## config.mk

```make
export PLATFORM = sky130hd
export DESIGN_NAME = unidade_controle_jogo
export DESIGN_NICKNAME = d
export VERILOG_FILES = /design/src/rtl/unidade_controle_jogo.sv
export SDC_FILE = /design/constraint.sdc
export NUM_CORES = 1
export LEC_CHECK = 0
export CAP_MARGIN = 20
export CORE_MARGIN = 1.5
export CORE_UTILIZATION = 34
export DETAILED_ROUTE_END_ITERATION = 8
export PLACE_DENSITY_LB_ADDON = 0.2
export SLEW_MARGIN = 5
export SYNTH_ARGS = -nofsm -noshare
export SYNTH_HDL_FRONTEND = slang
export SYNTH_SLANG_ARGS = --single-unit
```

## constraint.sdc

```tcl
create_clock -name clock -period 1.7 [get_ports clock]
set_clock_uncertainty 0.2 [all_clocks]
set_input_delay 0.17 -clock clock [delete_from_list [all_inputs] [get_ports clock]]
set_output_delay 0.17 -clock clock [all_outputs]
set_load 0.02 [all_outputs]
```

## src/rtl/unidade_controle_jogo.sv

```systemverilog
// ---------------------------------------------------------------------------
// unidade_controle_jogo
//
// Moore control FSM for the memory game. It drives the fluxo_dados datapath
// (address / limit / display / timeout counters and the play register). Each
// round shows ROM items 0..limite on the LEDs, then waits for one play per
// item and checks it. The game is won when the final limit round passes.
// A wrong play or a play timeout loses the game.
//
// Ports
//   clock               in   rising-edge system clock
//   reset               in   asynchronous, active-low; forces state inicial
//   iniciar             in   start / restart request (level)
//   botoesIgualMemoria  in   registered play equals ROM data
//   endecoIgualLimite   in   address counter equals limit counter
//   fimL                in   limit counter at its last value (final round)
//   fimM                in   display counter at terminal count
//   jogada_feita        in   one-cycle pulse on a button edge
//   timeout             in   play-timeout counter terminal count
//   zeraE/L/R/M         out  clear address, limit, play register, display
//   contaE/L/M          out  increment address, limit, display counters
//   registraR           out  load the play register from the buttons
//   contaT              out  enable timeout counter (0 also clears it)
//   seletor[1:0]        out  LED mux: 00 off, 01 ROM data, 10 registered play
//   pronto/ganhou/perdeu out game finished / won / lost
//   db_timeout          out  the loss was caused by a timeout
//   db_estado[4:0]      out  current state code
//
// Parameter
//   EXIBE_APAGADO  1: blank LEDs for one display period between shown items
// ---------------------------------------------------------------------------
module unidade_controle_jogo #(
    parameter logic EXIBE_APAGADO = 1'b1
) (
    input  logic       clock,
    input  logic       reset,
    input  logic       iniciar,
    input  logic       botoesIgualMemoria,
    input  logic       endecoIgualLimite,
    input  logic       fimL,
    input  logic       fimM,
    input  logic       jogada_feita,
    input  logic       timeout,
    output logic       zeraE,
    output logic       zeraL,
    output logic       zeraR,
    output logic       zeraM,
    output logic       contaE,
    output logic       contaL,
    output logic       contaM,
    output logic       registraR,
    output logic       contaT,
    output logic [1:0] seletor,
    output logic       pronto,
    output logic       ganhou,
    output logic       perdeu,
    output logic       db_timeout,
    output logic [4:0] db_estado
);

    localparam logic [4:0] INICIAL        = 5'h00;
    localparam logic [4:0] PREPARACAO     = 5'h01;
    localparam logic [4:0] INICIA_RODADA  = 5'h02;
    localparam logic [4:0] MOSTRA         = 5'h03;
    localparam logic [4:0] PROXIMO_MOSTRA = 5'h04;
    localparam logic [4:0] APAGA          = 5'h05;
    localparam logic [4:0] FIM_MOSTRA     = 5'h06;
    localparam logic [4:0] ESPERA         = 5'h07;
    localparam logic [4:0] REGISTRA       = 5'h08;
    localparam logic [4:0] COMPARACAO     = 5'h09;
    localparam logic [4:0] PROXIMA_JOGADA = 5'h0A;
    localparam logic [4:0] PROXIMA_RODADA = 5'h0B;
    localparam logic [4:0] FINAL_ACERTOU  = 5'h0C;
    localparam logic [4:0] FINAL_ERROU    = 5'h0D;
    localparam logic [4:0] FINAL_TIMEOUT  = 5'h0E;
    localparam logic [4:0] APAGA_FIM      = 5'h0F;

    localparam logic [1:0] SEL_OFF   = 2'b00;
    localparam logic [1:0] SEL_ROM   = 2'b01;
    localparam logic [1:0] SEL_PLAY  = 2'b10;

    logic [4:0] state_reg;
    logic [4:0] state_next;

    // State register
    always_ff @(posedge clock or negedge reset) begin
        if (!reset) begin
            state_reg <= INICIAL;
        end else begin
            state_reg <= state_next;
        end
    end

    // Next-state logic
    always_comb begin
        state_next = state_reg;
        case (state_reg)
            INICIAL:        state_next = iniciar ? PREPARACAO : INICIAL;
            PREPARACAO:     state_next = INICIA_RODADA;
            INICIA_RODADA:  state_next = MOSTRA;
            MOSTRA: begin
                if (fimM) begin
                    state_next = endecoIgualLimite ? FIM_MOSTRA : PROXIMO_MOSTRA;
                end
            end
            PROXIMO_MOSTRA: state_next = EXIBE_APAGADO ? APAGA : MOSTRA;
            APAGA:          state_next = fimM ? APAGA_FIM : APAGA;
            // Extra state so the display counter restarts from zero for the next item
            APAGA_FIM:      state_next = MOSTRA;
            FIM_MOSTRA:     state_next = ESPERA;
            ESPERA: begin
                // A play arriving in the same cycle as the timeout still counts
                if (jogada_feita) begin
                    state_next = REGISTRA;
                end else if (timeout) begin
                    state_next = FINAL_TIMEOUT;
                end
            end
            REGISTRA:       state_next = COMPARACAO;
            COMPARACAO: begin
                if (!botoesIgualMemoria) begin
                    state_next = FINAL_ERROU;
                end else if (!endecoIgualLimite) begin
                    state_next = PROXIMA_JOGADA;
                end else if (fimL) begin
                    state_next = FINAL_ACERTOU;
                end else begin
                    state_next = PROXIMA_RODADA;
                end
            end
            PROXIMA_JOGADA: state_next = ESPERA;
            PROXIMA_RODADA: state_next = INICIA_RODADA;
            FINAL_ACERTOU,
            FINAL_ERROU,
            FINAL_TIMEOUT:  state_next = iniciar ? PREPARACAO : state_reg;
            default:        state_next = INICIAL;
        endcase
    end

    // Moore output decode
    always_comb begin
        zeraE      = 1'b0;
        zeraL      = 1'b0;
        zeraR      = 1'b0;
        zeraM      = 1'b0;
        contaE     = 1'b0;
        contaL     = 1'b0;
        contaM     = 1'b0;
        registraR  = 1'b0;
        contaT     = 1'b0;
        seletor    = SEL_OFF;
        pronto     = 1'b0;
        ganhou     = 1'b0;
        perdeu     = 1'b0;
        db_timeout = 1'b0;
        case (state_reg)
            PREPARACAO: begin
                zeraE = 1'b1;
                zeraL = 1'b1;
                zeraR = 1'b1;
                zeraM = 1'b1;
            end
            INICIA_RODADA: begin
                zeraE = 1'b1;
                zeraR = 1'b1;
                zeraM = 1'b1;
            end
            MOSTRA: begin
                seletor = SEL_ROM;
                contaM  = 1'b1;
            end
            PROXIMO_MOSTRA: begin
                contaE = 1'b1;
                zeraM  = 1'b1;
            end
            APAGA: begin
                seletor = SEL_OFF;
                contaM  = 1'b1;
            end
            APAGA_FIM: begin
                zeraM = 1'b1;
            end
            FIM_MOSTRA: begin
                zeraE = 1'b1;
                zeraR = 1'b1;
            end
            ESPERA: begin
                seletor = SEL_PLAY;
                contaT  = 1'b1;
            end
            REGISTRA: begin
                registraR = 1'b1;
                seletor   = SEL_PLAY;
            end
            COMPARACAO: begin
                seletor = SEL_PLAY;
            end
            PROXIMA_JOGADA: begin
                contaE = 1'b1;
            end
            PROXIMA_RODADA: begin
                contaL = 1'b1;
            end
            FINAL_ACERTOU: begin
                pronto  = 1'b1;
                ganhou  = 1'b1;
                seletor = SEL_PLAY;
            end
            FINAL_ERROU: begin
                pronto  = 1'b1;
                perdeu  = 1'b1;
                seletor = SEL_PLAY;
            end
            FINAL_TIMEOUT: begin
                pronto     = 1'b1;
                perdeu     = 1'b1;
                db_timeout = 1'b1;
            end
            default: begin
            end
        endcase
    end

    assign db_estado = state_reg;

endmodule

```

==> Word-level counts from Yosys, hierarchy flattened <==
Cells that the tools add are included.
W data, S select, Z words.
{ "totals": {"wordCells": 55, "in_bits": 9, "output_inout_bits": 20, "register_bits": 5} }
{ "op_classes": {"mux": 24, "n_eq_ne": 18, "n_reduce_logical": 12} }
{ "ops": {"columns": ["op", "count"], "rows": [
  ["$pmux W5 S11", 1],
  ["$eq A5 B4 Y1 const B", 8],
  ["$eq A5 B3 Y1 const B", 4],
  ["$mux W5", 4],
  ["$mux W1", 13],
  ["$reduce_or A2 Y1", 6],
  ["$eq A5 B2 Y1 const B", 2],
  ["$mux W3", 3],
  ["$reduce_or A3 Y1", 2],
  ["$eq A5 B1 Y1 const B", 1],
  ["$logic_not A5 Y1", 1],
  ["$reduce_or A5 Y1", 1],
  ["$mux W4", 1],
  ["$pmux W2 S2", 1],
  ["$reduce_or A4 Y1", 1],
  ["$ne A3 B3 Y1 const B", 1],
  ["$reduce_and A3 Y1", 1],
  ["$mux W2", 1],
  ["$ne A2 B1 Y1 const B", 1],
  ["$ne A2 B2 Y1 const B", 1]
]} }

==> Depth between registers and ports, before layout <==
Gate-level depths: netlist (run 1).
{ "logic_depth": {"word_depth": 4, "depth_mapped": 5, "mapped_depth_nobuf": 4} }

==> Worst setup path after synthesis (run 1) <==
Ideal clock, no wire load.
{ "synth_timing": {"path_type": "register to output", "start": "reg state_reg[2], in the netlist db_estado[2]", "end": "out zeraR", "path_buffers": 3, "t_required_ps": 1330, "path_stages_with_launch": 6, "path_slack_ps": -456, "t_arrival_ps": 1786, "path_cell_list": "dfrtp_1 buf_2 buf_1 or3_1 a21oi_1 buf_4"} }
{ "synth_via": {"elab_chain_cells": 3, "word_cells_on_any_way": 5, "cone_classes": "eq/ne: 3; mux: 1; reduce/logical: 1"} }
{ "synth_lines": {"columns": ["item", "line_no", "source"], "rows": [
  ["from (decl)", "82", "logic [4:0] state_reg;"],
  ["from (signal assigned)", "90", "state_reg <= state_next;"],
  ["$eq A5 B3 Y1, or another cell as far along", null, null],
  ["$reduce_or A3 Y1 (no line) (*)", null, null],
  ["$mux W1 (*)", null, null],
  ["to (decl)", "46", "output logic zeraR,"]
]} }
Mark *: on every way between the ends. The rest lies on a longest branch, timed or not.

==> Worst setup path in the final report (run 1) <==
{ "layout_timing": {"start": "reg state_reg[2], in the netlist db_estado[2]", "end": "reg state_reg[2], in the netlist db_estado[2]"} }
{ "layout_via": {"elab_chain_cells": 4, "word_cells_on_any_way": 25, "cone_classes": "eq/ne: 18; mux: 1; reduce/logical: 6"} }
{ "layout_lines": {"columns": ["item", "line_no", "source"], "rows": [
  ["$eq A5 B4 Y1", "97", "case (state_reg)"],
  ["$reduce_or A3 Y1 (no line)", null, null],
  ["$ne A2 B1 Y1 (no line)", null, null],
  ["$reduce_and A3 Y1 (no line)", null, null]
]} }
Several ways; a longest one is shown, not always the timed one.
A chain may end at the register's enable or synchronous reset.

==> results of run 1 <==
[cells in the mapped netlist (all sizes together)]
| cell type | count | area share (%) |
|---|---|---|
| nor3 | 9 | 10 |
| a21oi | 8 | 7.3 |
| buf | 7 | 7.5 |
| nand2 | 7 | 5.2 |
| dfrtp | 4 | 18 |
| nand2b | 4 | 5.9 |
| o21ai | 4 | 3.6 |
| inv | 3 | 2.0 |
| nor2 | 3 | 2.0 |
| nor2b | 3 | 3.4 |
| clkbuf | 2 | 1.4 |
| nor4 | 2 | 3.4 |
| a211o | 1 | 1.6 |
| a21o | 1 | 1.4 |
| a31oi | 1 | 1.1 |
| a32o | 1 | 1.8 |
| a32oi | 1 | 1.6 |
| a41oi | 1 | 2.9 |
| and3 | 1 | 1.1 |
| conb | 1 | 0.68 |
| mux2 | 1 | 2.0 |
| nand3b | 1 | 1.4 |
| nand4b | 1 | 1.6 |
| nor3b | 1 | 2.3 |
| o2111ai | 1 | 1.6 |
| o31ai | 1 | 1.4 |
| o32ai | 1 | 1.6 |
| o41a | 1 | 2.0 |
| or2b | 1 | 1.4 |
| or3 | 1 | 1.1 |
| xnor2 | 1 | 1.6 |
[final timing paths]
path	from	endpoint	slack, ps
worst max-delay path	db_estado[2]	db_estado[2]	-140
min in group clock	fimM	db_estado[2]	490
max in group asynchronous	reset	db_estado[3]	610
worst min-delay path	reset	db_estado[2]	480
worst max register to register	db_estado[2]	db_estado[2]	-140
worst min register to register	db_estado[0]	db_estado[0]	500
[through the flow]
stage | hold slack [ps] | TNS (ps) | std cells | utilization (%)
final | 477 | -1020 | 147 | 81.7
after global routing | 493 | -1470 | 147 | 81.7
after CTS | 469 | -1020 | 145 | 75.2
after detailed placement | 197 | -2950 | 130 | 66.3
after global placement | 176 | -2600 | 130 | 66.3
after floorplan | -326 | -159 | 75 | -
[placed cells by master, fill, tap and decap left out, types with 2 or more instances in the layout]
cell              n
a21oi_1           4
buf_4            26
dfrtp_2           3
nor3_1            2
buf_2             3
nor2b_1           3
nand2_1           4
nor2_1            2
dlygate4sd2_1     3
nor3_2            5
nand2b_1          2
a21oi_2           3
clkdlybuf4s50_1   8
clkbuf_2          2
o21ai_0           3
nor3_4            2
nand2b_4          2
inv_1             2
clkbuf_4          3
buf_6            17
nand2_2           2
[layer usage]
layer  part of all wire, %  wire length (µm)  track usage [%]  vias to the layer above
met1                    39               849             30.3                      369
li1                      -                 -                -                      383
met3                   5.8               127             3.40                        8
met5                     0                 0                0                        -
met2                    53              1160             43.3                       40
met4                   2.2                47             13.3                        0
[final cells by class]
cell class                      count  area (µm²)
Sequential cell                     4         104
Clock buffer                        4        26.3
Tap cell                           16        20.0
Fill cell                          94         275
Timing Repair Buffer               61         548
Inverter                            3        11.3
Multi-Input combinational cell     59         522
[where the power goes]
part           total, W  switching (W)  leakage (nW)  internal [W]
combinational   0.00235        0.00114         0.495       0.00120
sequential     0.000243      0.0000901        0.0434      0.000153
clock          0.000142      0.0000535        0.0150     0.0000889
[kinds of logic after synthesis]
family          count (synthesis)  synth area share (%)
compound gates                 22                  27.9
xor+xnor                        1                  1.59
buf+inv                        12                  10.9
flops                           4                  18.1
mux                             1                  2.04
other cells                     1                 0.680
simple gates                   34                  38.8
[timing repair]
item                                    4_1_cts  5_1_grt
buffers inserted                             10        2
endpoints found under the setup margin       23       20
hold endpoints to repair                      4        0
hold buffers                                  1        0
pin swaps                                     7        3
gates resized for setup                      92       29
==> impl_metrics.prom, run 1 <==
# TYPE chip_impl_metric gauge
chip_impl_metric{name="detail_route.drc_violations",unit=""} 0
chip_impl_metric{name="design_power_total",unit="W"} 0.00273
chip_impl_info{name="timing.critical_path.mode_cell",value="buf_6"} 1
chip_impl_metric{name="setup_slack_after_layout",unit="ps"} -135
chip_impl_metric{name="worst-path-buf-inv",unit=""} 3
chip_impl_metric{name="clkTransAtPathRegs",unit="ps"} 50
chip_impl_metric{name="ctsHtreeMaxLevel",unit=""} 1
chip_impl_metric{name="clkLatencyLatePin",unit="ps"} 260
chip_impl_metric{name="cts_inserted_buffers",unit=""} 3
chip_impl_metric{name="cell_depth_of_the_worst_flop_to_flop_path",unit=""} 7
chip_impl_metric{name="critPathMaxFanout",unit=""} 6
chip_impl_metric{name="place_area",unit="µm²"} 998
chip_impl_info{name="timing.critical_path.from_type",value="flip-flop"} 1
chip_impl_metric{name="via_count_normalized_by_instance_count",unit=""} 5.44
chip_impl_metric{name="half_perimeter_wire_length_after_placement",unit="µm"} 1380
chip_impl_metric{name="report.final.setup_viol",unit=""} 11
chip_impl_metric{name="drtAntennaViolNets",unit=""} 0
chip_impl_info{name="critical_path.cell_chain",value="buf_6 > buf_6 > nand2b_4 > buf_6 > a211o_1 > a32o_2 > a31oi_1"} 1
chip_impl_metric{name="routed_wire_length_per_instance",unit="µm"} 14.9
chip_impl_metric{name="final-max-slew-violation-count",unit=""} 0
chip_impl_metric{name="gpl.final_weighted_congestion",unit=""} 0.806
chip_impl_info{name="setup.worst_path.end_class",value="flip-flop"} 1
chip_impl_metric{name="power.density_cell_area",unit="mW/mm²"} 2220
chip_impl_metric{name="grt_remaining_overflow",unit=""} 0
chip_impl_info{name="timing.critical_path.slowest_stage_cell",value="dfrtp_2"} 1
chip_impl_metric{name="finalHoldViolations",unit=""} 0
chip_impl_metric{name="floorplan.die_area",unit="mm²"} 0.00187
chip_impl_metric{name="overall_global_routing_resource_usage",unit="%"} 25.3
chip_impl_metric{name="grt_start_max_net_pins",unit=""} 17
chip_impl_metric{name="vdd_drop_max",unit="mV"} 1.75
chip_impl_metric{name="ys_seq_elements",unit=""} 4
chip_impl_info{name="cts_tree",value="done"} 1
chip_impl_metric{name="boundaryPins",unit=""} 29
chip_impl_metric{name="place_ws",unit="ps"} -253
chip_impl_metric{name="finalWorstPathRequiredPeriod",unit="ps"} 1840
chip_impl_metric{name="design_area",unit="mm²"} 0.00123
chip_impl_metric{name="flip_flop_count_of_the_largest_register_all_copies_and_words_added",unit=""} 4
chip_impl_metric{name="initial_util",unit="%"} 36.6
chip_impl_metric{name="synth_instances",unit=""} 75
chip_impl_metric{name="vias",unit=""} 800
chip_impl_metric{name="grt_pass1_vias",unit=""} 791
chip_impl_metric{name="insertedDiodeCount",unit=""} 0
chip_impl_metric{name="initialDrtViolationCount",unit=""} 29
chip_impl_metric{name="critical_path_cell_count",unit=""} 7
chip_impl_metric{name="portBuffers",unit=""} 27
chip_impl_metric{name="fp-row-count",unit=""} 14
chip_impl_metric{name="cap_violations",unit=""} 0
chip_impl_metric{name="die_w",unit="µm"} 43.3
chip_impl_metric{name="mappedNetlistArea",unit="µm²"} 552
chip_impl_metric{name="layout.nets",unit=""} 141
chip_impl_metric{name="fp.coreArea",unit="mm²"} 0.00151
chip_impl_metric{name="number_of_antenna_violations_at_the_first_check_in_global_routing",unit=""} 0
chip_impl_metric{name="synth.avg_cell_area",unit="µm²"} 7.36
chip_impl_metric{name="clk_path_buf_depth",unit=""} 2
chip_impl_info{name="worst_setup_path_category",value="reg -> reg"} 1
chip_impl_metric{name="final_min_period_over_clock_period",unit="%"} 108
chip_impl_metric{name="die_height",unit="µm"} 43.3
chip_impl_info{name="cp_top_family",value="compound AO/OA/AOI/OAI gates"} 1
chip_impl_metric{name="detail_route.wirelength",unit="µm"} 2190
chip_impl_metric{name="clock-sinks",unit=""} 4
chip_impl_info{name="min_delay_worst_type",value="in -> async"} 1
chip_impl_metric{name="power_leakage",unit="nW"} 0.553
chip_impl_metric{name="critPathArrivalTime",unit="ps"} 1810
chip_impl_metric{name="clock.fmax",unit="MHz"} 545
chip_impl_info{name="grt_setup_unrepaired",value="yes"} 1
chip_impl_metric{name="required",unit="ps"} 1680
chip_impl_metric{name="unique_masters_post_synth",unit=""} 38
chip_impl_metric{name="layout-area-overhead-vs-synth",unit="%"} 123
chip_impl_metric{name="critical-path-max-stage-delay",unit="ps"} 420
chip_impl_info{name="status",value="finished, violations left"} 1
chip_impl_info{name="root_buffer",value="clkbuf_4"} 1
chip_impl_metric{name="ys_warn_count",unit=""} 0
chip_impl_metric{name="drive_gt1_share",unit="%"} 62.6
chip_impl_info{name="failing_checks",value="setup timing"} 1
chip_impl_metric{name="firstDrtPassIters",unit=""} 4
chip_impl_metric{name="grt_pass1_wl",unit="µm"} 3550
chip_impl_metric{name="synth_seq_area_share",unit="%"} 18.1
chip_impl_metric{name="synth_fp_nets",unit=""} 84
Note: power is estimated with default switching activity, not from simulation.
==> inputs of run 2 (changes only) <==
==> constraint.sdc (replaced) <==
create_clock -name clock -period 1.7 [get_ports clock]
set_clock_uncertainty 0.2 [all_clocks]
set_input_delay 0.17 -clock clock [delete_from_list [all_inputs] [get_ports clock]]
set_output_delay 0.17 -clock clock [all_outputs]
set_load 0.01 [all_outputs]
==> run 2 against run 1 <==
The flow still finishes with violations (setup timing); utilization fell by 9.1 points; cell count fell by 1.4%; sequential power is 14% lower; global-route usage shrank 0.41 points.
==> impl_metrics.prom, run 2 (synthesized netlist as in run 1, its figures left out) <==
# TYPE chip_impl_metric gauge
chip_impl_metric{name="clkLatencyLatePin",unit="ps"} 230
chip_impl_info{name="reg2reg_from",value="db_estado[1]"} 1
chip_impl_info{name="worst_setup_path_category",value="reg -> out"} 1
chip_impl_metric{name="power_leakage",unit="nW"} 0.513
chip_impl_metric{name="critPathArrivalTime",unit="ps"} 1430
chip_impl_info{name="timing.critical_path.mode_cell",value="buf_6"} 1
chip_impl_info{name="timing.critical_path.from_type",value="flip-flop"} 1
chip_impl_metric{name="critPathMaxFanout",unit=""} 3
chip_impl_info{name="crit_start",value="db_estado[1]"} 1
chip_impl_metric{name="die_height",unit="µm"} 43.3
chip_impl_metric{name="design_area",unit="mm²"} 0.00109
chip_impl_info{name="timing.critical_path.slowest_stage_cell",value="dfrtp_2"} 1
chip_impl_metric{name="layout.nets",unit=""} 140
chip_impl_metric{name="initialDrtViolationCount",unit=""} 6
chip_impl_metric{name="portBuffers",unit=""} 27
chip_impl_metric{name="final_min_period_over_clock_period",unit="%"} 106
chip_impl_metric{name="firstDrtPassIters",unit=""} 4
chip_impl_metric{name="required",unit="ps"} 1330
chip_impl_info{name="min_delay_worst_type",value="in -> async"} 1
chip_impl_metric{name="initial_util",unit="%"} 36.6
chip_impl_metric{name="place_area",unit="µm²"} 940
chip_impl_metric{name="timing.setup.tns",unit="ps"} -487
chip_impl_metric{name="floorplan.die_area",unit="mm²"} 0.00187
chip_impl_metric{name="flip_flop_count_of_the_largest_register_all_copies_and_words_added",unit=""} 4
chip_impl_metric{name="finalHoldViolations",unit=""} 0
chip_impl_metric{name="fp.coreArea",unit="mm²"} 0.00151
chip_impl_metric{name="grt_start_max_net_pins",unit=""} 13
chip_impl_metric{name="critical-path-max-stage-delay",unit="ps"} 430
chip_impl_metric{name="report.final.setup_viol",unit=""} 9
chip_impl_metric{name="overall_global_routing_resource_usage",unit="%"} 24.9
chip_impl_metric{name="finalWorstPathRequiredPeriod",unit="ps"} 1800
chip_impl_metric{name="detail_route.wirelength",unit="µm"} 2170
chip_impl_info{name="status",value="finished, violations left"} 1
chip_impl_metric{name="clk_path_buf_depth",unit=""} 2
chip_impl_metric{name="detail_route.drc_violations",unit=""} 0
chip_impl_metric{name="final_core_utilization",unit="%"} 72.6
chip_impl_metric{name="gpl.final_weighted_congestion",unit=""} 0.829
chip_impl_metric{name="grt_remaining_overflow",unit=""} 0
chip_impl_metric{name="ctsHtreeMaxLevel",unit=""} 1
chip_impl_metric{name="vdd_drop_max",unit="mV"} 1.27
chip_impl_metric{name="power.density_cell_area",unit="mW/mm²"} 2020
chip_impl_info{name="layout.cells.most_common_list",value="24 x buf_4, 13 x buf_2, 8 x clkdlybuf4s50_1"} 1
chip_impl_metric{name="clock-sinks",unit=""} 4
chip_impl_metric{name="routed_wire_length_per_instance",unit="µm"} 14.9
chip_impl_metric{name="final-instance-count-excl-fill",unit=""} 145
chip_impl_info{name="cts_tree",value="done"} 1
chip_impl_info{name="critical_path.cell_chain",value="buf_4 > buf_6 > buf_6 > nand2b_4 > a21oi_2 > buf_2"} 1
chip_impl_info{name="root_buffer",value="clkbuf_4"} 1
chip_impl_info{name="setup.worst_path.end_class",value="output port"} 1
chip_impl_metric{name="via_count_normalized_by_instance_count",unit=""} 5.37
chip_impl_metric{name="boundaryPins",unit=""} 29
chip_impl_metric{name="half_perimeter_wire_length_after_placement",unit="µm"} 1350
chip_impl_metric{name="r2r_slack",unit="ps"} -80
chip_impl_metric{name="count_of_placed_standard_cells_including_taps",unit=""} 128
chip_impl_metric{name="cap_violations",unit=""} 0
chip_impl_metric{name="cell_depth_of_the_worst_flop_to_flop_path",unit=""} 6
chip_impl_metric{name="drtAntennaViolNets",unit=""} 0
chip_impl_metric{name="grt_pass1_wl",unit="µm"} 3490
chip_impl_info{name="worst_r2r_endpoint",value="db_estado[1]"} 1
chip_impl_metric{name="die_w",unit="µm"} 43.3
chip_impl_metric{name="fp-row-count",unit=""} 14
chip_impl_metric{name="grt_pass1_vias",unit=""} 782
chip_impl_metric{name="insertedDiodeCount",unit=""} 0
chip_impl_metric{name="clock.fmax",unit="MHz"} 557
chip_impl_metric{name="clkTransAtPathRegs",unit="ps"} 40
chip_impl_metric{name="final.hold.worst_slack",unit="ps"} 497
chip_impl_info{name="grt_setup_unrepaired",value="yes"} 1
chip_impl_metric{name="layout-area-overhead-vs-synth",unit="%"} 98.2
chip_impl_metric{name="final-max-slew-violation-count",unit=""} 0
chip_impl_info{name="critPathCapture",value="perdeu"} 1
chip_impl_metric{name="final.fill_count",unit=""} 115
chip_impl_info{name="failing_checks",value="setup timing"} 1
chip_impl_metric{name="drive_gt1_share",unit="%"} 53.5
chip_impl_metric{name="number_of_antenna_violations_at_the_first_check_in_global_routing",unit=""} 0
chip_impl_metric{name="setup_slack_after_layout",unit="ps"} -96.9
chip_impl_metric{name="cts_inserted_buffers",unit=""} 3
chip_impl_metric{name="vias",unit=""} 778
chip_impl_info{name="final_common_cell",value="buf_4"} 1
==> run 2: cell count changes in the layout (fill, tap and decap cells not counted), moves of 2 or more <==
cell / before / now
buf_2: 3 / 13
a21oi_1: 4 / 6
buf_6: 17 / 7
buf_4: 26 / 24
nor3_1: 2 / 4
==> run 2: where the power goes <==
part / leakage (nW) / internal, W / switching (W)
sequential: 0.0434 / 0.000153 / 0.0000568
clock: 0.0138 / 0.0000787 / 0.0000353
combinational: 0.456 / 0.000973 / 0.000914
==> run 2: worst min path at each step <==
stage          slack, ps  depth (start not counted)   from      endpoint
2_1_floorplan       -330                          0  reset  db_estado[0]
4_1_cts              480                          2  reset  db_estado[0]
3_3_place_gp         180                          1  reset  db_estado[3]
3_5_place_dp         180                          1  reset  db_estado[3]
5_1_grt              500                          2  reset  db_estado[1]
6_report             500                          2  reset  db_estado[0]
==> run 2: what timing repair did <==
item	4_1_cts	5_1_grt
hold endpoints to repair	4	0
gates resized for setup	69	19
setup buffers	11	2
hold buffers	1	0
endpoints found under the setup margin	23	18
pin swaps	6	5
==> run 2: per-layer routing <==
| layer | global-route usage, % | share of wire [%] | up-vias | routed length (µm) |
|---|---|---|---|---|
| met5 | 0 | 0 | - | 0 |
| met4 | 12.7 | 2.0 | 0 | 44 |
| met3 | 3.40 | 3.5 | 4 | 76 |
| met2 | 40.3 | 50 | 23 | 1080 |
| met1 | 31.9 | 44 | 371 | 964 |
| li1 | - | - | 380 | - |
==> run 2: critical path: cells and delay by family (launching register included) <==
kind | cells | cell delay, ps
buffers and inverters | 4 | 510
and+or+nand+nor | 1 | 140
AOI/OAI and AO/OA | 1 | 130
DFF | 1 | 430
==> run 2: metrics by stage <==
step	power, W	setup slack, ps
3_3_place_gp	0.00173	-219
6_report	0.00221	-96.9
5_1_grt	0.00235	-161
4_1_cts	0.00205	-72.1
3_5_place_dp	0.00176	-251
2_1_floorplan	0.00105	-44.4
==> run 2: final cells by class <==
cell class	instances	area [µm²]	share of cell area, %
flip-flops and latches	4	104	9.50
well taps	16	20.0	1.83
clock buffers	3	22.5	2.06
repair buffers	60	480	43.9
multi-input cells	59	455	41.6
inverters	3	11.3	1.03
